## src/rtl/seq_multiplier.sv

```systemverilog
// seq_multiplier: iterative shift-add WIDTH x WIDTH multiplier with valid/ready handshakes
// Ports: clk, rst (async active-low); operand side in_valid/in_ready/input_a/input_b/in_signed;
//        result side out_valid/out_ready/output_z (full 2*WIDTH product).
// SEQ_MUL_SIGNED_EN: when defined, in_signed selects two's complement operands; otherwise all unsigned.
module seq_multiplier #(
  parameter int WIDTH = 32,
  parameter int CNT_W = $clog2(WIDTH+1)
) (
  input  logic               clk,
  input  logic               rst,
  input  logic               in_valid,
  output logic               in_ready,
  input  logic [WIDTH-1:0]   input_a,
  input  logic [WIDTH-1:0]   input_b,
  input  logic               in_signed,
  output logic               out_valid,
  input  logic               out_ready,
  output logic [2*WIDTH-1:0] output_z
);
  localparam logic [1:0] IDLE = 2'd0, BUSY = 2'd1, DONE = 2'd2;
  logic [1:0]         r_state, w_next;
  logic [2*WIDTH-1:0] r_acc, r_mcand, r_z, w_sum, w_res;
  logic [WIDTH-1:0]   r_mplier, w_a_mag, w_b_mag;
  logic [CNT_W-1:0]   r_cnt;
  logic               w_accept, w_last;
  assign w_accept = in_valid && r_state == IDLE;
  assign w_last   = r_cnt == CNT_W'(WIDTH-1);
  assign w_sum    = r_acc + (r_mplier[0] ? r_mcand : '0);
  assign output_z = r_z;
`ifdef SEQ_MUL_SIGNED_EN
  logic r_neg;
  // -(-2^(WIDTH-1)) wraps to 2^(WIDTH-1), which is the correct unsigned magnitude
  assign w_a_mag = in_signed && input_a[WIDTH-1] ? -input_a : input_a;
  assign w_b_mag = in_signed && input_b[WIDTH-1] ? -input_b : input_b;
  assign w_res   = r_neg ? -w_sum : w_sum;
  always_ff @(posedge clk or negedge rst)
    if (!rst) r_neg <= 1'b0;
    else if (w_accept) r_neg <= in_signed & (input_a[WIDTH-1] ^ input_b[WIDTH-1]);
`else
  logic w_unused;
  assign w_unused = in_signed;
  assign w_a_mag  = input_a;
  assign w_b_mag  = input_b;
  assign w_res    = w_sum;
`endif
  always_ff @(posedge clk or negedge rst)
    if (!rst) r_state <= IDLE;
    else r_state <= w_next;
  always_comb
    w_next = r_state == IDLE ? (in_valid ? BUSY : IDLE) :
             r_state == BUSY ? (w_last ? DONE : BUSY) :
             (out_ready ? IDLE : DONE);
  always_comb begin
    in_ready  = r_state == IDLE;
    out_valid = r_state == DONE;
  end
  always_ff @(posedge clk or negedge rst)
    if (!rst) begin
      r_acc    <= '0;
      r_mcand  <= '0;
      r_mplier <= '0;
      r_cnt    <= '0;
      r_z      <= '0;
    end else if (w_accept) begin
      r_acc    <= '0;
      r_mcand  <= {{WIDTH{1'b0}}, w_a_mag};
      r_mplier <= w_b_mag;
      r_cnt    <= '0;
    end else if (r_state == BUSY) begin
      r_acc    <= w_sum;
      r_mcand  <= r_mcand << 1;
      r_mplier <= r_mplier >> 1;
      r_cnt    <= r_cnt + CNT_W'(1);
      if (w_last) r_z <= w_res;
    end
endmodule

```

## config.mk

```make
export PLATFORM = sky130hd
export DESIGN_NAME = seq_multiplier
export DESIGN_NICKNAME = d
export VERILOG_FILES = /design/src/rtl/seq_multiplier.sv
export SDC_FILE = /design/constraint.sdc
export NUM_CORES = 1
export LEC_CHECK = 0
export ABC_AREA = 1
export BUFFER_PORTS_ARGS = -buffer_cell sky130_fd_sc_hd__buf_4
export CAP_MARGIN = 10
export CORE_ASPECT_RATIO = 0.75
export CORE_MARGIN = 3
export CORE_UTILIZATION = 55
export DETAILED_ROUTE_END_ITERATION = 10
export PLACE_DENSITY = 0.77
export SLEW_MARGIN = 10
export SYNTH_ARGS = -nofsm -noshare
export SYNTH_HDL_FRONTEND = slang
export SYNTH_SLANG_ARGS = --single-unit
export TNS_END_PERCENT = 30
```

## constraint.sdc

```tcl
create_clock -name clk -period 2.8 [get_ports clk]
set_clock_uncertainty 0.2 [all_clocks]
set_input_delay 0.14 -clock clk [delete_from_list [all_inputs] [get_ports clk]]
set_output_delay 0.14 -clock clk [all_outputs]
set_load 0.02 [all_outputs]
```

* Word level (Yosys, flattened, before mapping)
Index checks and enable logic that the tools add are counted.
** Operators by class
- Reduce and logical (&&, ||, !) cells :: 4
- Eq/ne operators :: 3
- Add/sub/neg operators :: 2
- Bitwise gates (word level) :: 1
- Multiplexer cells :: 14
** Operator list (number)
- $mux W64 :: 5
- $add A64 B64 Y64 :: 1
- $mux W32 :: 2
- $mux W6 :: 2
- $mux W2 :: 4
- $add A6 B1 Y6 const B :: 1
- $eq A6 B5 Y1 const B :: 1
- $reduce_and A3 Y1 :: 1
- $eq A2 B1 Y1 const B :: 1
- $eq A2 B2 Y1 const B :: 1
- $logic_not A2 Y1 :: 1
- $reduce_bool A2 Y1 :: 1
- $logic_and A1 B1 Y1 :: 1
- $mux W1 :: 1
- $not A1 Y1 :: 1
** Storage, ports and cells
- Output and inout bits :: 66
- Input port bits :: 69
- Register bits after elaboration :: 232
- Logic and storage cells :: 30

* Longest topological paths before layout
- Word-level depth :: 4
- Depth in mapped cells :: 20
- Gate-level depth less buffers :: 18

* Least setup slack after synthesis
Ideal clock, no wire load.
- Path type :: register -> register
- Start :: register r_mplier[0]
- End :: register r_z[19] (netlist: output_z[19])
- Library setup time :: 0.117 ns
- Path buffers :: 2
- Data arrival time :: 2.250 ns
- Period minus slack after synthesis :: 2.567 ns
- Cell stages (with the launch flop) :: 16
- Required time :: 2.483 ns
- Slack :: 0.233 ns
- Path through :: dfrtp_1 clkbuf_1 clkbuf_1 nand2_1 inv_1 ha_1 nand2_1 inv_1 nand2_1 nand2_1 nand3b_1 nand2_1 nand2_1 or2_2 nand3_1 nand2_1
** On the way
- Longest elaborated chain between the ends :: 2
** RTL lines
- start: declaration :: RTL line 23 : logic [WIDTH-1:0] r_mplier, w_a_mag, w_b_mag;
- start signal: assignment :: RTL line 67 : r_mplier <= w_b_mag;
- start signal: assignment :: RTL line 72 : r_mplier <= r_mplier >> 1;
- $mux W64 :: RTL line 28 : assign w_sum = r_acc + (r_mplier[0] ? r_mcand : '0);
- $add A64 B64 Y64 :: RTL line 28
- end signal: assignment :: RTL line 74 : if (w_last) r_z <= w_res;
- end: declaration :: RTL line 22 : logic [2*WIDTH-1:0] r_acc, r_mcand, r_z, w_sum, w_res;
Every way passes these cells.
A chain may end at the register's enable or synchronous reset.

* Final worst setup path
- Start :: register r_mplier[0]
- End :: register r_z[32] (netlist: output_z[32])
Same word-level chain as after synthesis.

==> summary.txt <==
Synth
  • Post-synthesis cell count: 2343
  • Netlist Area Pre-Place: 15300 um^2
  • Yosys cell types: 42
  • Avg Synthesized Cell Area: 6.52 um^2
  • Most common library cells after synthesis: nand2_1, inv_1, dfrtp_1
  • Synth Flop Type: dfrtp_1
  • EDFF count, synth: 0
  • Post-synth top area cell: dfrtp_1
  • Syn Nets: 2477
  • Area contributors post-synth: dfrtp_1, nand2_1, inv_1
  • Sequential fraction of the synthesis area: 0.380
  • #FFs+latches synth: 232
  • Yosys top cell area share: 0.380
  • Fraction of registers with async set/reset: 1.00
  • Yosys synthesis warning count: 0
  • Top-count cell post-synth: nand2_1

Die
  • DIE HEIGHT: 150 um
  • Die Area: 29800 um^2
  • I/O pin total: 135
  • FP Rows: 52
  • Core area: 27100 um^2
  • Die span in x: 198 um
  • Starting Density: 0.563

Clock tree
  • CTS Buf Count: 24
  • H-tree depth: 1
  • Clock Sinks: 232
  • Root buffer cell: clkbuf_16
  • Worst skew pair latency: 0.57 ns
  • CTS tree: built
  • Worst-path clk slew: 0.07 ns
  • Clock Path Buffers: 3

Pwr
  • Pwr Density: 827 nW/um^2
  • P_leak: 11.5 nW
  • VDD IR-drop max: 0.000962 V

Timing
  • Fmax achieved: 347 MHz
  • Final setup fails: 14
  • Slew Limit Fails: 0
  • Worst setup margin: -0.0857 ns
  • Slew headroom: 0.270
  • RSZ-0062 raised after global routing: true
  • Tmin final: 2.89 ns
  • Part of the cycle the worst path needs: 1.03
  • Final hold violation count: 0
  • Least-Margin Pin Slew: 1.09 ns

Worst setup path
  • Worst path bufs/invs: 5
  • Crit end category: flip-flop
  • WP data required: 3.05 ns
  • Arr. time, crit path: 3.13 ns
  • Crit path largest cell delay: 0.45 ns
  • Most used cell along the critical path: nand2_1
  • CP max FO: 38
  • Worst path slowest cell: dfrtp_2
  • Family with the most delay on the worst path: simple AND/OR/NAND/NOR gates
  • Setup crit start kind: flip-flop
  • Worst-path cell chain: buf_12 > nand2_1 > inv_1 > ha_2 > nand2_2 > inv_1 > nand2_1 > nand2_1 > a21oi_2 > buf_4 > o21bai_1 > buf_4 > nor2_1 > nand2_1 > nand3_1 > nand2_2
  • Setup CP Type: flip-flop to flip-flop

Routing
  • Via count: 16400
  • Met2 WL: 23300 um
  • Wl on met1: 24900 um
  • DRT iter0 DRCs: 1501
  • TritonRoute pass-1 iters: 5
  • Routed wl met3: 5390 um
  • DRC: 0
  • Drt wl/cell: 18.3 um
  • Post-DRT Antenna Nets: 0
  • Vias per std cell: 5.43
  • Final wirelength: 55100 um
  • Top Metal Used: met4

Cells and area
  • Core Util, Final: 0.735
  • P&R area growth vs syn: 30.6%
  • Final #Nets: 2783
  • Footprint of the multi-input gates: 8170 um^2
  • Finished Layout Cells: 3019
  • Layout cells sized above 1: 0.177
  • FF+latch area: 5810 um^2
  • Fillers: 2053

GRT
  • Gr usage total: 0.358
  • Total global routing overflow: 0
  • First-pass GRT wire length: 83400 um
  • Largest net degree at the start of global routing: 95
  • Vias in the first global route: 15400
  • Initial antenna violation count: 0

Outcome
  • Status: complete, but fails checks
  • Failing checks: negative setup slack

Placed design
  • Final Wtd Congestion: 0.992
  • Cell total after placement: 2877
  • HPWL Detailed: 36900 um
  • I/O Buffers: 133

Flow run
  • Max Cap Violations: 0

Hold path
  • Hold Crit Class: input pin to asynchronous set/reset pin
tightest hold or removal path: stages:
cell and delay, ns:
dlygate4sd3_1 0.57, buf_8 0.20, buf_4 0.20
metrics by stage:
stage / hold slack, ns / area [um^2] / TNS [ns] / worst slack (ns) / power, mW
finish: 0.0387 / 19900 / -0.409 / -0.0857 / 16.5
global route: 0.0284 / 19900 / -7.30 / -0.241 / 17.3
CTS: 0.0178 / 19200 / -0.0619 / -0.0259 / 15.3
detailed placement: -0.0975 / 17300 / -0.821 / -0.111 / 11.2
global placement: -0.105 / 17300 / -0.228 / -0.0929 / 11.0
floorplan: -0.356 / 15300 / 0 / 0.233 / 9.08
cells in the final DEF (no fill, tap or decap), types with 23 or more instances in the layout:
master,Yosys,routed
a21oi_1,44,30
buf_4,5,238
clkbuf_16,0,24
dfrtp_1,232,231
dlygate4sd3_1,0,95
ha_1,64,32
ha_4,0,23
inv_1,466,462
nand2_1,1016,968
nand2_2,5,51
nand3_1,145,136
nor2_1,95,56
nor2_2,4,35
o21ai_0,54,53
o221ai_1,31,31
o22ai_1,31,31
routing by layer:
layer  up-vias  global-route usage
li1       7713                   -
met1      7686               0.542
met2       858               0.530
met3       138              0.0749
met4         0              0.0811
met5         -                   0
repair_timing:
action                     4_1_cts  5_1_grt
hold buffers                    96        0
setup buffers                    1        0
pin swaps                        1        3
hold endpoints to repair       300        0
setup endpoints to repair       41      126
gates resized for setup         26      151
where the power goes:
part           total, mW  switching, mW  internal (mW)
Sequential          5.03          0.732           4.30
Combinational       7.92           4.85           3.07
Clock               3.55           1.49           2.06
path summary, 6_finish.rpt:
kind / start / endpoint / slack, ns / cells past startpoint
setup reg to reg: r_mplier[0] / output_z[32] / -0.09 / 16
hold reg to reg: output_z[45] / output_z[45] / 0.28 / 2
min in group clk: out_ready / r_state[1] / 0.09 / 3
hold / removal: rst / output_z[56] / 0.04 / 3
max in group asynchronous: rst / r_mplier[13] / 1.99 / 3
setup / recovery: r_mplier[0] / output_z[32] / -0.09 / 16
cell type report:
class / instances / area share
Clock inverter: 9 / 0.00778
Inverter: 473 / 0.0890
Clock buffer: 35 / 0.0357
Tap cell: 351 / 0.0220
Timing Repair Buffer: 341 / 0.145
Antenna cell: 1 / 0.000125
Multi-Input combinational cell: 1577 / 0.410
Sequential cell: 232 / 0.291
kinds of logic after synthesis:
kind of cell	synth area share
AOI/OAI and AO/OA	0.0699
xor gates and xnor gates	0.0155
adders and majority gates	0.0537
buffers and inverters	0.135
DFF	0.380
muxes	0.000737
and+or+nand+nor	0.345
flip-flops by register name (all words and copies together) (netlist names):
name,flops
output_z,64
r_cnt,6
r_acc,64
r_mplier,32
r_state,2
r_mcand,64
Note: power is estimated with default switching activity, not from simulation.
